### config.mk
export PLATFORM = sky130hd
export DESIGN_NAME = down_frame_sched_flat
export DESIGN_NICKNAME = d
export VERILOG_FILES = /design/src/rtl/down_frame_sched_pkg.sv /design/src/rtl/down_frame_sched_if.sv /design/src/rtl/down_frame_sched_gear_len.sv /design/src/rtl/down_frame_sched.sv /design/src/flat_wrapper.sv
export SDC_FILE = /design/constraint.sdc
export NUM_CORES = 1
export LEC_CHECK = 0
export CORE_UTILIZATION = 25
export CTS_CLUSTER_DIAMETER = 40
export DETAILED_ROUTE_END_ITERATION = 10
export SLEW_MARGIN = 25
export SYNTH_ARGS = -nofsm -noshare
export SYNTH_HDL_FRONTEND = slang
export SYNTH_HIERARCHICAL = 1
export SYNTH_SLANG_ARGS = --single-unit
### constraint.sdc
create_clock -name clk163m84 -period 3.93 [get_ports clk163m84]
set_input_delay 0.5895 -clock clk163m84 [delete_from_list [all_inputs] [get_ports clk163m84]]
set_output_delay 0.5895 -clock clk163m84 [all_outputs]
set_load 0.02 [all_outputs]
### src/rtl/down_frame_sched_pkg.sv
`default_nettype none
// ============================================================================
// Module      : down_frame_sched_pkg
// Description : Downlink gear codes, gear-to-frame-length decode, scheduler
//               state encoding.
// Revision    : 1.0
// ============================================================================
package down_frame_sched_pkg;

    localparam logic [7:0] c_gear_52 = 8'h52;
    localparam logic [7:0] c_gear_51 = 8'h51;
    localparam logic [7:0] c_gear_4f = 8'h4F;
    localparam logic [7:0] c_gear_4e = 8'h4E;
    localparam logic [7:0] c_gear_4d = 8'h4D;
    localparam logic [7:0] c_gear_4c = 8'h4C;
    localparam logic [7:0] c_gear_4b = 8'h4B;
    localparam logic [7:0] c_gear_4a = 8'h4A;
    localparam logic [7:0] c_gear_49 = 8'h49;
    localparam logic [7:0] c_gear_48 = 8'h48;
    localparam logic [7:0] c_gear_47 = 8'h47;
    localparam logic [7:0] c_gear_46 = 8'h46;
    localparam logic [7:0] c_gear_45 = 8'h45;
    localparam logic [7:0] c_gear_44 = 8'h44;
    localparam logic [7:0] c_gear_43 = 8'h43;
    localparam logic [7:0] c_gear_42 = 8'h42;
    localparam logic [7:0] c_gear_41 = 8'h41;

    typedef enum logic [1:0] {
        S_IDLE  = 2'd0,
        S_READ  = 2'd1,
        S_GAP   = 2'd2,
        S_FLUSH = 2'd3
    } sched_state_e;

    // Shared with the write side; a zero length marks an unsupported gear.
    function automatic logic [15:0] gear_frame_len(input logic [7:0] gear);
        logic [15:0] len;
        len = 16'd0;
        case (gear)
            c_gear_52:                       len = 16'd48;
            c_gear_51:                       len = 16'd20;
            c_gear_4f, c_gear_4e:            len = 16'd40;
            c_gear_4d, c_gear_4c:            len = 16'd80;
            c_gear_4b, c_gear_4a:            len = 16'd160;
            c_gear_49:                       len = 16'd320;
            c_gear_48, c_gear_47, c_gear_46,
            c_gear_45, c_gear_44:            len = 16'd160;
            c_gear_43:                       len = 16'd320;
            c_gear_42, c_gear_41:            len = 16'd480;
            default:                         len = 16'd0;
        endcase
        return len;
    endfunction

endpackage
`default_nettype wire

### src/rtl/down_frame_sched_if.sv
`default_nettype none
// ============================================================================
// Module      : down_frame_sched_if
// Description : FIFO read port and downstream byte stream of the scheduler.
// Revision    : 1.0
// ============================================================================
interface down_frame_sched_if;

    logic       fifo_empty;
    logic [7:0] fifo_dout;
    logic       fifo_rd_en;
    logic       out_ready;
    logic       out_valid;
    logic [7:0] out_data;
    logic       out_sof;
    logic       out_eof;

    modport master (
        input  fifo_empty,
        input  fifo_dout,
        input  out_ready,
        output fifo_rd_en,
        output out_valid,
        output out_data,
        output out_sof,
        output out_eof
    );

    modport slave (
        output fifo_empty,
        output fifo_dout,
        output out_ready,
        input  fifo_rd_en,
        input  out_valid,
        input  out_data,
        input  out_sof,
        input  out_eof
    );

endinterface
`default_nettype wire

### src/rtl/down_frame_sched_gear_len.sv
`default_nettype none
// ============================================================================
// Module      : down_gear_len
// Description : Registered decode of the active gear into a frame length.
// Revision    : 1.0
// ============================================================================
module down_gear_len
    import down_frame_sched_pkg::*;
(
    input  logic        clk163m84,
    input  logic        rst_n,
    input  logic [7:0]  gear_i,
    output logic [15:0] frame_len_o
);

    logic [15:0] frame_len_q;

    always_ff @(posedge clk163m84 or negedge rst_n) begin
        if (!rst_n) begin
            frame_len_q <= 16'd0;
        end else begin
            frame_len_q <= gear_frame_len(gear_i);
        end
    end

    assign frame_len_o = frame_len_q;

endmodule
`default_nettype wire

### src/rtl/down_frame_sched.sv
`default_nettype none
// ============================================================================
// Module      : down_frame_sched
// Description : Downlink FIFO read scheduler; drains one gear-sized frame per
//               pending frame onto a SOF/EOF byte stream, flushes on gear change.
// Revision    : 1.0
// ============================================================================
module down_frame_sched
    import down_frame_sched_pkg::*;
#(
    parameter int FRAME_CNT_W  = 4,
    parameter int GAP_CYCLES   = 8,
    parameter int FLUSH_CYCLES = 16
) (
    input  logic                   clk163m84,
    input  logic                   rst_n,
    input  logic [7:0]             gear_r,
    input  logic [7:0]             gear_rr,
    input  logic                   frame_done,
    down_frame_sched_if.master     bus,
    output logic [FRAME_CNT_W-1:0] pend_cnt,
    output logic                   ovf_err,
    output logic                   busy
);

    localparam logic [FRAME_CNT_W-1:0] c_PEND_MAX   = '1;
    localparam logic [7:0]             c_GAP_LAST   = 8'(GAP_CYCLES - 1);
    localparam logic [7:0]             c_FLUSH_LAST = 8'(FLUSH_CYCLES - 1);

    sched_state_e           state_q, state_d;
    logic [15:0]            frame_len;
    logic [FRAME_CNT_W-1:0] pend_cnt_q, pend_cnt_d;
    logic                   ovf_err_q, ovf_err_d;
    logic [15:0]            remaining_q, remaining_d;
    logic                   rd_inflight_q, rd_inflight_d;
    logic                   first_q, first_d;
    logic                   out_valid_q, out_valid_d;
    logic [7:0]             out_data_q, out_data_d;
    logic                   out_sof_q, out_sof_d;
    logic                   out_eof_q, out_eof_d;
    logic [7:0]             cnt_q, cnt_d;

    logic w_mismatch;
    logic w_flush;
    logic w_start;
    logic w_accept;
    logic w_eof_acc;
    logic w_rd_en;

    down_gear_len u_gear_len (
        .clk163m84   (clk163m84),
        .rst_n       (rst_n),
        .gear_i      (gear_rr),
        .frame_len_o (frame_len)
    );

    assign w_mismatch = (gear_r != gear_rr);
    assign w_flush    = w_mismatch || (state_q == S_FLUSH);
    assign w_start    = (state_q == S_IDLE) && (pend_cnt_q != '0) &&
                        (frame_len != 16'd0) && !w_mismatch;
    assign w_accept   = out_valid_q && bus.out_ready;
    assign w_eof_acc  = w_accept && out_eof_q;

    // ---------------- FSM: state register ----------------
    always_ff @(posedge clk163m84 or negedge rst_n) begin
        if (!rst_n) begin
            state_q <= S_IDLE;
        end else begin
            state_q <= state_d;
        end
    end

    // ---------------- FSM: next state ----------------
    always_comb begin
        state_d = state_q;
        if (w_mismatch) begin
            state_d = S_FLUSH;
        end else begin
            case (state_q)
                S_IDLE:  if (w_start)              state_d = S_READ;
                S_READ:  if (w_eof_acc)            state_d = S_GAP;
                S_GAP:   if (cnt_q == c_GAP_LAST)   state_d = S_IDLE;
                S_FLUSH: if (cnt_q == c_FLUSH_LAST) state_d = S_IDLE;
                default:                           state_d = S_IDLE;
            endcase
        end
    end

    // ---------------- FSM: outputs ----------------
    // A read is only issued when the output register is free or draining, so
    // the captured byte never collides with an unaccepted one.
    always_comb begin
        w_rd_en = 1'b0;
        busy    = (state_q != S_IDLE);
        if (state_q == S_READ) begin
            w_rd_en = !w_mismatch && (remaining_q != 16'd0) && !bus.fifo_empty &&
                      !rd_inflight_q && (!out_valid_q || bus.out_ready);
        end
    end

    // ---------------- datapath next state ----------------
    always_comb begin
        pend_cnt_d    = pend_cnt_q;
        ovf_err_d     = ovf_err_q;
        remaining_d   = remaining_q;
        rd_inflight_d = rd_inflight_q;
        first_d       = first_q;
        out_valid_d   = out_valid_q;
        out_data_d    = out_data_q;
        out_sof_d     = out_sof_q;
        out_eof_d     = out_eof_q;
        cnt_d         = cnt_q;

        // Counter restarts on every mismatch cycle so the hold-off runs from the last one.
        if (w_mismatch || (state_q == S_READ && w_eof_acc)) begin
            cnt_d = 8'd0;
        end else if (state_q == S_GAP || state_q == S_FLUSH) begin
            cnt_d = cnt_q + 8'd1;
        end

        if (w_flush) begin
            pend_cnt_d    = '0;
            remaining_d   = 16'd0;
            rd_inflight_d = 1'b0;
            first_d       = 1'b0;
            out_valid_d   = 1'b0;
            out_sof_d     = 1'b0;
            out_eof_d     = 1'b0;
        end else begin
            rd_inflight_d = w_rd_en;

            if (w_start) begin
                remaining_d = frame_len;
                first_d     = 1'b1;
            end

            if (w_accept) begin
                out_valid_d = 1'b0;
                out_sof_d   = 1'b0;
                out_eof_d   = 1'b0;
            end

            if (rd_inflight_q) begin
                out_valid_d = 1'b1;
                out_data_d  = bus.fifo_dout;
                out_sof_d   = first_q;
                out_eof_d   = (remaining_q == 16'd1);
                remaining_d = remaining_q - 16'd1;
                first_d     = 1'b0;
            end

            case ({frame_done, w_start})
                2'b10: begin
                    if (pend_cnt_q == c_PEND_MAX) begin
                        ovf_err_d = 1'b1;
                    end else begin
                        pend_cnt_d = pend_cnt_q + 1'b1;
                    end
                end
                2'b01:   pend_cnt_d = pend_cnt_q - 1'b1;
                default: pend_cnt_d = pend_cnt_q;
            endcase
        end
    end

    always_ff @(posedge clk163m84 or negedge rst_n) begin
        if (!rst_n) begin
            pend_cnt_q    <= '0;
            ovf_err_q     <= 1'b0;
            remaining_q   <= 16'd0;
            rd_inflight_q <= 1'b0;
            first_q       <= 1'b0;
            out_valid_q   <= 1'b0;
            out_data_q    <= 8'd0;
            out_sof_q     <= 1'b0;
            out_eof_q     <= 1'b0;
            cnt_q         <= 8'd0;
        end else begin
            pend_cnt_q    <= pend_cnt_d;
            ovf_err_q     <= ovf_err_d;
            remaining_q   <= remaining_d;
            rd_inflight_q <= rd_inflight_d;
            first_q       <= first_d;
            out_valid_q   <= out_valid_d;
            out_data_q    <= out_data_d;
            out_sof_q     <= out_sof_d;
            out_eof_q     <= out_eof_d;
            cnt_q         <= cnt_d;
        end
    end

    assign bus.fifo_rd_en = w_rd_en;
    assign bus.out_valid  = out_valid_q;
    assign bus.out_data   = out_data_q;
    assign bus.out_sof    = out_sof_q;
    assign bus.out_eof    = out_eof_q;
    assign pend_cnt       = pend_cnt_q;
    assign ovf_err        = ovf_err_q;

endmodule
`default_nettype wire

### src/flat_wrapper.sv
// flat-port wrapper written by rule: the top's interface ports become plain ports
module down_frame_sched_flat import down_frame_sched_pkg::*;
#(
    parameter int FRAME_CNT_W  = 4,
    parameter int GAP_CYCLES   = 8,
    parameter int FLUSH_CYCLES = 16
)
  (clk163m84, rst_n, gear_r, gear_rr, frame_done, pend_cnt, ovf_err, busy, bus_fifo_empty, bus_fifo_dout, bus_out_ready, bus_fifo_rd_en, bus_out_valid, bus_out_data, bus_out_sof, bus_out_eof);
  down_frame_sched_if bus_i ();
  input  logic clk163m84;
  input  logic rst_n;
  input  logic [7:0] gear_r;
  input  logic [7:0] gear_rr;
  input  logic frame_done;
  output logic [FRAME_CNT_W-1:0] pend_cnt;
  output logic ovf_err;
  output logic busy;
  input wire logic [$bits(bus_i.fifo_empty)-1:0] bus_fifo_empty;
  input wire logic [$bits(bus_i.fifo_dout)-1:0] bus_fifo_dout;
  input wire logic [$bits(bus_i.out_ready)-1:0] bus_out_ready;
  output wire logic [$bits(bus_i.fifo_rd_en)-1:0] bus_fifo_rd_en;
  output wire logic [$bits(bus_i.out_valid)-1:0] bus_out_valid;
  output wire logic [$bits(bus_i.out_data)-1:0] bus_out_data;
  output wire logic [$bits(bus_i.out_sof)-1:0] bus_out_sof;
  output wire logic [$bits(bus_i.out_eof)-1:0] bus_out_eof;
  assign bus_i.fifo_empty = bus_fifo_empty;
  assign bus_i.fifo_dout = bus_fifo_dout;
  assign bus_i.out_ready = bus_out_ready;
  assign bus_fifo_rd_en = bus_i.fifo_rd_en;
  assign bus_out_valid = bus_i.out_valid;
  assign bus_out_data = bus_i.out_data;
  assign bus_out_sof = bus_i.out_sof;
  assign bus_out_eof = bus_i.out_eof;
  down_frame_sched #(.FRAME_CNT_W(FRAME_CNT_W), .GAP_CYCLES(GAP_CYCLES), .FLUSH_CYCLES(FLUSH_CYCLES)) u_core (.clk163m84(clk163m84), .rst_n(rst_n), .gear_r(gear_r), .gear_rr(gear_rr), .frame_done(frame_done), .bus(bus_i), .pend_cnt(pend_cnt), .ovf_err(ovf_err), .busy(busy));
endmodule
Word-level counts from Yosys, hierarchy flattened:

Index checks and enable logic that the tools add are counted.

* register bits: 60
* bits of input ports: 29
* output and inout bits: 18
* word-level logic and storage cells: 112

* add/sub/neg operators: 4
* equal/unequal tests: 32
* multiplexer cells: 27
* bitwise logic cells: 1
* reduce and logical (&&, ||, !) cells: 36

Operators by type and width (number)
* 8-bit by 7-bit == test with 1-bit output (second input constant): 17
* 9-bit case mux with 7 select lines: 1
* 16-bit 2-to-1 mux: 3
* 16-bit nonzero test: 2
* 16-bit by 1-bit == test with 1-bit output (second input constant): 1
* 8-bit 2-to-1 mux: 2
* 16-bit by 1-bit subtractor with 16-bit output (second input constant): 1
* 1-bit 2-to-1 mux: 12
* 1-bit logical AND: 10
* 2-bit 2-to-1 mux: 5
* 3-bit by 1-bit != test with 1-bit output (second input constant): 3
* 3-bit nonzero test: 3
* 8-bit by 1-bit adder with 8-bit output (second input constant): 1
* 8-bit by 3-bit == test with 1-bit output (second input constant): 1
* 8-bit by 4-bit == test with 1-bit output (second input constant): 1
* 4-bit 2-to-1 mux: 2
* 8-bit != test: 1
* 2-bit case mux with 4 select lines: 1
* 4-bit case mux with 2 select lines: 1
* 2-bit OR reduction: 4
* 7-bit OR reduction: 1
* 2-bit == test (second input constant): 3
* 3-bit by 2-bit != test with 1-bit output (second input constant): 2
* 4-bit by 1-bit adder with 4-bit output (second input constant): 1
* 12 further kinds: 21

Depth between registers and ports, before layout:

Gate-level depths: netlist of run 1.

* depth in word-level cells: 8
* mapped depth: 13
* gate-level depth less buffers: 10

Cells and area by module:

The synthesis of run 1 kept the hierarchy.

Modules (own cells, without submodules)
* down_frame_sched: instances 1, cells an instance 256, area an instance 2582.5 µm², sequential area each 1101.1 µm²
* down_gear_len: instances 1, cells an instance 48, area an instance 424.2 µm², sequential area each 175.2 µm²

Worst setup path after synthesis of run 1:

Ideal clock, no wire load.

* path kind: register to register
* start: register u_core.state_q[0]
* end: register u_core.pend_cnt_q[3] (netlist: u_core/pend_cnt[3])
* library setup time: 0.078 ns
* arrival: 2.901 ns
* required time: 3.852 ns
* slack: 0.951 ns
* cell stages (with the launch flop): 13
* path buffers: 2
* clock period less this slack: 2.979 ns
* path through: dfrtp_1 -> or2_2 -> nor2_1 -> nand2_1 -> buf_2 -> clkbuf_1 -> nor3_1 -> ha_1 -> a21o_1 -> a21oi_1 -> nor4_1 -> or4_1 -> a21oi_1

* word-level cells in the longest chain between the ends: 7
* elaborated cells between the ends (all ways): 13
* classes of those cells: eq/ne: 4; mux: 2; reduce/logical: 7

RTL lines
* from (decl): line down_frame_sched.sv:30 `sched_state_e state_q, state_d;`
* from (signal assigned): line down_frame_sched.sv:69 `state_q <= state_d;`
* 2-bit logical NOT: line down_frame_sched.sv:59 `assign w_start = (state_q == S_IDLE) && (pend_cnt_q != '0) &&`
* 1-bit logical AND (2 in a row): line down_frame_sched.sv:59
* 1-bit logical AND: line down_frame_sched.sv:60 `(frame_len != 16'd0) && !w_mismatch;`
* 2-bit by 1-bit == test with 1-bit output / 2-bit == test (equally long branches): line down_frame_sched.sv:152 `case ({frame_done, w_start})`
* 4-bit case mux with 2 select lines, or another cell as far along: line down_frame_sched.sv:152
* 4-bit 2-to-1 mux / 2-bit AND reduction (equally long branches)
* to (signal assigned): line down_frame_sched.sv:179 `pend_cnt_q <= pend_cnt_d;`
* to (decl): line down_frame_sched.sv:32 `logic [FRAME_CNT_W-1:0] pend_cnt_q, pend_cnt_d;`

Several ways; a longest one is shown, not always the timed one.
A chain may end at the register's enable or synchronous reset.

Worst setup path in the final report of run 1:

* start: input gear_rr[2]
* end: output bus_fifo_rd_en

* word-level cells in the longest chain between the ends: 7

RTL lines
* from (decl): line flat_wrapper.sv:13 `input logic [7:0] gear_rr;`
* 8-bit != test: line down_frame_sched.sv:57 `assign w_mismatch = (gear_r != gear_rr);`
* 1-bit logical NOT: line down_frame_sched.sv:96 `w_rd_en = !w_mismatch && (remaining_q != 16'd0) && !bus.fifo_empty &&`
* 1-bit logical AND (3 in a row): line down_frame_sched.sv:96
* 1-bit logical AND: line down_frame_sched.sv:97 `!rd_inflight_q && (!out_valid_q || bus.out_ready);`
* 1-bit 2-to-1 mux: line down_frame_sched.sv:95 `if (state_q == S_READ) begin`
* to (decl): line flat_wrapper.sv:21 `output wire logic [$bits(bus_i.fifo_rd_en)-1:0] bus_fifo_rd_en;`

Every way passes these cells.

==> key figures, run 1 <==
Route
  • Met3 wirelength from detailed routing: 253 µm
  • WL final: 6740 µm
  • DR top layer: met4
  • M1 WL: 3420 µm
  • Post-detailed-route wirelength per cell: 13.8 µm
  • Vias per inst: 4.79
  • Residual DRC count: 2
  • Routed vias: 2,345
  • DR pass1 iterations: 7
  • Routed Antenna Nets: 0
  • Met2 routed WL: 2970 µm
  • First-iteration detailed-routing DRC count: 106

Pwr
  • Logic gate share of total power: 7.6%
  • Seq pwr share: 52.4%
  • Lkg Pwr: 1.58 nW
  • Cell-internal power: 0.000794 W
  • Clock share of power: 40.0%
  • Sw frac: 21.1%
  • VDD IR-drop max: 0.129 mV
  • Cell Pwr Density: 271 mW/mm²
  • Psw: 0.000212 W

Finish
  • Final net count: 384
  • Area added between synthesis and finish: 23.4%
  • Layout cells sized above 1: 10.4%
  • Post-Route Utilization: 32.1%
  • N_diodes: 0

Clock tree
  • Clock latency on the worst-skew pair: 280 ps
  • Root Buffer: clkbuf_16
  • CTS Buffer Depth: 2
  • Post-CTS setup buffer count: 0
  • Num Clock Sinks: 51
  • Post-CTS Hold Buffers: 0
  • Post_cts resized: 0
  • Htree depth: 2
  • Clock edge transition at the registers on the reported setup and hold paths: 60 ps
  • CTS tree: done
  • Cts bufs inserted: 5

Yosys
  • Cells after Synth: 304
  • EDFF count, synth: 0
  • Most frequent cell after synthesis: dfrtp_1
  • Main flop type after synthesis: dfrtp_1
  • Share of synthesized registers carrying an async set or reset: 100%
  • Area leader, netlist: dfrtp_1
  • Top cells by area, synth: dfrtp_1, xor2_1, nor2_1
  • Commonest cells in the netlist: dfrtp_1, nor2_1, nand2_1, xor2_1
  • Syn. warnings: 6
  • Mapped Area: 0.00301 mm²
  • #FFs+latches synth: 51
  • Post-synth top area share: 42.4%
  • Synthesized area per cell: 9.89 µm²
  • Count of cell types in the netlist: 54
  • Register area share after synthesis: 42.4%

Placement
  • Placer Congestion: 0.819
  • Hpwl dp: 4900 µm
  • Place WS: 269 ps
  • Port-buffer cells: 46

Floorplan
  • Die ar.: 0.0125 mm²
  • Core Region: 0.0116 mm²
  • Starting Density: 26.0%
  • FP Rows: 39
  • Boundary pin count: 47
  • DIE HEIGHT: 112 µm
  • Die width: 112 µm

Outcome
  • Failing checks: design-rule violations
  • Status: finished, violations left

STA
  • Slew @ Worst Pin: 747 ps
  • Setup ws final: 387 ps
  • Final setup fails: 0
  • Max-slew violation count: 0
  • Total Negative Setup Slacks: 0 ps
  • Period minus WS final: 3540 ps
  • RSZ-0062 raised after global routing: false
  • Max frequency: 0.282 GHz
  • Fin Hold WS: 254 ps
  • Final period util: 90.2%
  • Final Hold Vio Count: 0
  • Max-slew headroom: 50.2%
  • Worst-case clock skew: 5.75 ps

Critical path
  • Worst reg2reg setup slack: 1060 ps
  • Crit-path cells: clkdlybuf4s50_1, xor2_1, nor4_2, nand2_1, buf_4, a211oi_1, clkdlybuf4s50_1
  • Cell family with most CP delay: buffers and inverters
  • Critical path type: primary input to output port
  • CP max stage delay: 660 ps
  • FF-to-FF End: u_core/pend_cnt[3]
  • Reg-to-Reg Start: u_core/state_q[1]
  • FF-to-FF path depth: 10
  • Crit path max fanout: 8
  • Worst EP required: 3340 ps
  • Bufs and invs on worst path: 3
  • Most used cell along the critical path: clkdlybuf4s50_1
  • Critical Path End Type: output port
  • WP data arrival: 2950 ps
  • Startpoint types: primary input
  • WP depth: 7
  • Critical Path Slowest Stage Cell: clkdlybuf4s50_1

Worst hold path
  • HP Class: primary input to async pin

GRT
  • Vias in the first global route: 2,390
  • Largest net degree at the start of global routing: 32
  • First-pass GRT wire length: 11,800 µm
  • GRT Total Usage: 11.6%
  • GR Overflow Total: 0
  • Initial antenna violation count: 0

Job
  • Max-cap violations: 0
final cells by class:
class	count	area, µm²
Clock buffer	6	129
Fill cell	1164	7850
Sequential cell	51	1280
Timing Repair Buffer	52	500
Inverter	6	22.5
Multi-Input combinational cell	232	1600
Tap cell	143	179
sequential cells by signal, summed over array words and instances (netlist names):
| register | cells |
|---|---|
| u_core/bus.out_data | 8 |
| u_core/bus.out_eof | 1 |
| u_core/bus.out_sof | 1 |
| u_core/bus.out_valid | 1 |
| u_core/cnt_q | 8 |
| u_core/first_q | 1 |
| u_core/ovf_err | 1 |
| u_core/pend_cnt | 4 |
| u_core/rd_inflight_q | 1 |
| u_core/remaining_q | 16 |
| u_core/state_q | 2 |
| u_core/u_gear_len/frame_len_o | 7 |
how the worst max path moves through the flow:
stage                            from                  to  slack [ps]
CTS                        gear_rr[2]      bus_fifo_rd_en         370
global placement           gear_rr[2]  u_core/pend_cnt[3]         370
global route               gear_rr[2]      bus_fifo_rd_en         240
detailed placement         gear_rr[2]  u_core/pend_cnt[3]         270
finish                     gear_rr[2]      bus_fifo_rd_en         390
floorplan           u_core/state_q[0]  u_core/pend_cnt[3]         950
logic make-up (layout without fill, tap and decap cells):
kind of cell | after synthesis | after routing | share of synthesized area [%]
DFF | 51 | 51 | 42.4
AOI/OAI and AO/OA | 51 | 51 | 12.2
muxes | 19 | 19 | 7.87
and+or+nand+nor | 117 | 117 | 20.5
other | 1 | 9 | 0.125
buffers and inverters | 29 | 64 | 5.20
adders and majority gates | 7 | 7 | 3.16
xor gates and xnor gates | 29 | 29 | 8.45
routing by layer:
layer,up-vias,GRT usage (%)
li1,1159,-
met1,1128,16.2
met5,-,0
met3,7,2.34
met4,0,4.32
met2,51,17.6
layout by cell type, fill, tap and decap left out, types with 4 or more instances in the layout:
cell type and n:
nand2_1 30, and3_1 4, a311oi_1 7, nor4_1 7, mux2i_1 6, nor2_1 36
buf_4 6, nor3_1 9, mux2_4 8, ha_1 6, a21oi_1 11, clkdlybuf4s50_1 45
conb_1 9, dfrtp_1 51, xnor2_1 10, inv_1 5, clkbuf_16 5, mux2_2 5
a211oi_1 11, nand4_1 6, xor2_1 19
through the flow:
step / cell area (µm²) / total power (W) / instances
floorplan: 3040 / 0.000570 / 312
global placement: 3580 / 0.000612 / 484
detailed placement: 3580 / 0.000614 / 484
CTS: 3710 / 0.00102 / 490
global route: 3710 / 0.00106 / 490
finish: 3710 / 0.00101 / 490
power groups by stage:
stage,clock (W),combinational (W),sequential (W)
after global routing,0.000444,0.0000851,0.000527
after detailed placement,0,0.0000774,0.000537
final,0.000402,0.0000766,0.000527
after global placement,0,0.0000753,0.000537
after floorplan,0,0.0000327,0.000537
after CTS,0.000420,0.0000775,0.000527
No activity file was read; power rests on OpenSTA's default activity.
==> run 2, diff against run 1 <==
- CORE_UTILIZATION: 25 -> 54
- PLACE_DENSITY: unset -> 0.8
==> run 2 against run 1 <==
Critical endpoint is now u_core/pend_cnt[3]; fmax increased by 3.3%; the flow now finishes without violations; die area decreased by 53%; worst setup slack improved by 110 ps.
==> key figures, run 2 (synthesis results as in run 1) <==
Critical path
  • Worst reg2reg setup slack: 1040 ps (was 1060 ps)
  • Worst EP required: 4160 ps (was 3340 ps)
  • Startpoint types: primary input (unchanged)
  • Reg-to-Reg Start: u_core/state_q[1] (unchanged)
  • Crit path max fanout: 6 (was 8)
  • FF-to-FF path depth: 10 (unchanged)
  • WP data arrival: 3660 ps (was 2950 ps)
  • Critical Path End Type: flop (was output port)
  • FF-to-FF End: u_core/pend_cnt[3] (unchanged)
  • Critical path type: primary input to flop (was primary input to output port)

Pwr
  • Logic gate share of total power: 7.9% (was 7.6%)
  • Seq pwr share: 55.0% (was 52.4%)
  • Lkg Pwr: 1.57 nW (was 1.58 nW)
  • Psw: 0.000208 W (was 0.000212 W)
  • Sw frac: 21.7% (was 21.1%)
  • Clock share of power: 37.1% (was 40.0%)
  • Cell-internal power: 0.000750 W (was 0.000794 W)
  • VDD IR-drop max: 0.154 mV (was 0.129 mV)
  • Cell Pwr Density: 266 mW/mm² (was 271 mW/mm²)

Clock tree
  • CTS tree: done (unchanged)
  • Root Buffer: clkbuf_8 (was clkbuf_16)
  • Clock latency on the worst-skew pair: 300 ps (was 280 ps)
  • Num Clock Sinks: 51 (unchanged)
  • Post-CTS setup buffer count: 0 (unchanged)
  • CTS Buffer Depth: 2 (unchanged)
  • Post_cts resized: 0 (unchanged)
  • Post-CTS Hold Buffers: 0 (unchanged)
  • Htree depth: 2 (unchanged)
  • Clock edge transition at the registers on the reported setup and hold paths: 100 ps (was 60 ps)
  • Cts bufs inserted: 5 (unchanged)

Floorplan
  • Die width: 76.6 µm (was 112 µm)
  • Boundary pin count: 47 (unchanged)
  • Die ar.: 0.00587 mm² (was 0.0125 mm²)
  • Starting Density: 57.4% (was 26.0%)
  • Core Region: 0.00524 mm² (was 0.0116 mm²)
  • FP Rows: 26 (was 39)
  • DIE HEIGHT: 76.6 µm (was 112 µm)

GRT
  • First-pass GRT wire length: 11,000 µm (was 11,800 µm)
  • Largest net degree at the start of global routing: 39 (was 32)
  • Initial antenna violation count: 0 (unchanged)
  • GR Overflow Total: 0 (unchanged)
  • GRT Total Usage: 23.6% (was 11.6%)
  • Vias in the first global route: 2,323 (was 2,390)

STA
  • Final setup fails: 0 (unchanged)
  • Period minus WS final: 3430 ps (was 3540 ps)
  • Final period util: 87.3% (was 90.2%)
  • Slew @ Worst Pin: 662 ps (was 747 ps)
  • Max-slew headroom: 55.7% (was 50.2%)
  • Max-slew violation count: 0 (unchanged)
  • Total Negative Setup Slacks: 0 ps (unchanged)
  • Final Hold Vio Count: 0 (unchanged)
  • Worst-case clock skew: 10.1 ps (was 5.75 ps)
  • RSZ-0062 raised after global routing: false (unchanged)
  • Max frequency: 0.291 GHz (was 0.282 GHz)

Route
  • WL final: 6340 µm (was 6740 µm)
  • Post-detailed-route wirelength per cell: 15.2 µm (was 13.8 µm)
  • First-iteration detailed-routing DRC count: 153 (was 106)
  • Vias per inst: 5.63 (was 4.79)
  • Routed Antenna Nets: 0 (unchanged)
  • DR pass1 iterations: 4 (was 7)
  • Routed vias: 2,352 (was 2,345)
  • Residual DRC count: 0 (was 2)

Finish
  • Post-Route Utilization: 68.7% (was 32.1%)
  • Layout cells sized above 1: 10.9% (was 10.4%)
  • Final net count: 384 (unchanged)
  • N_diodes: 0 (unchanged)
  • Area added between synthesis and finish: 19.6% (was 23.4%)
  • Commonest non-fill, non-tap cell in the layout: dfrtp_1 (unchanged)
  • Register with the most flip-flops: u_core/remaining_q (unchanged)
  • Register area: 0.00128 mm² (unchanged)
  • Most frequent cells in the layout: dfrtp_1, clkdlybuf4s50_1, nor2_1 (unchanged)
  • Footprint of the multi-input gates: 0.00160 mm² (unchanged)
  • FILL cells: 416 (was 1,164)
  • Largest register FFs: 16 (unchanged)

Worst hold path
  • HP Class: primary input to async pin (unchanged)

Placement
  • Hpwl dp: 4520 µm (was 4900 µm)
  • Placer Congestion: 0.834 (was 0.819)
  • Port-buffer cells: 46 (unchanged)

Job
  • Max-cap violations: 0 (unchanged)

Outcome
  • Status: complete, no violations (was finished, violations left)
## run 2: area by class of cell
| type | count | area share (%) |
|---|---|---|
| clock buffer | 5 | 1.91 |
| inverter | 6 | 0.626 |
| sequential | 51 | 35.5 |
| timing repair buffer | 52 | 13.9 |
| tap | 70 | 2.43 |
| clock inverter | 2 | 1.04 |
| multi-input combinational | 232 | 44.6 |
## run 2: routing by layer
metal	share of wire, %	wire, µm	global-route usage [%]	vias to the layer above
met3	5.1	321	3.95	4
met5	0	0	0	-
met4	1.0	65	7.12	0
li1	-	-	-	1154
met2	49	3140	38.8	72
met1	44	2820	32.0	1122
## run 2: power groups by stage
stage          registers [W]   logic, W  clock network (W)
6_report            0.000526  0.0000757           0.000356
5_1_grt             0.000527  0.0000835           0.000391
4_1_cts             0.000526  0.0000761           0.000368
3_5_place_dp        0.000537  0.0000759                  0
3_3_place_gp        0.000537  0.0000742                  0
2_1_floorplan       0.000537  0.0000327                  0
## run 2: worst max-delay path by stage
stage | startpoint | slack, ps | to
global route | gear_rr[4] | 270 | u_core/pend_cnt[3]
floorplan | u_core/state_q[0] | 950 | u_core/pend_cnt[3]
CTS | u_core/remaining_q[8] | 500 | bus_fifo_rd_en
finish | gear_rr[4] | 500 | u_core/pend_cnt[3]
global placement | gear_rr[2] | 350 | u_core/pend_cnt[3]
detailed placement | gear_rr[4] | 200 | u_core/pend_cnt[3]
## run 2: through the flow
step	total power, W	area [µm²]	worst slack (ps)	hold WS (ps)	cells
final	0.000958	3600	499	175	418
after global routing	0.00100	3600	272	178	418
after CTS	0.000970	3600	497	178	418
after detailed placement	0.000613	3490	200	455	411
after global placement	0.000611	3490	353	448	411
after floorplan	0.000570	3040	951	294	312
## run 2: critical path: stages
cell	delay [ps]
clkdlybuf4s50_1	550
xor2_1	230
nor4_2	350
nand2_1	230
nor3_1	410
ha_1	320
a21o_1	180
a21oi_1	190
nor4_1	80
or4_1	400
a21oi_1	150
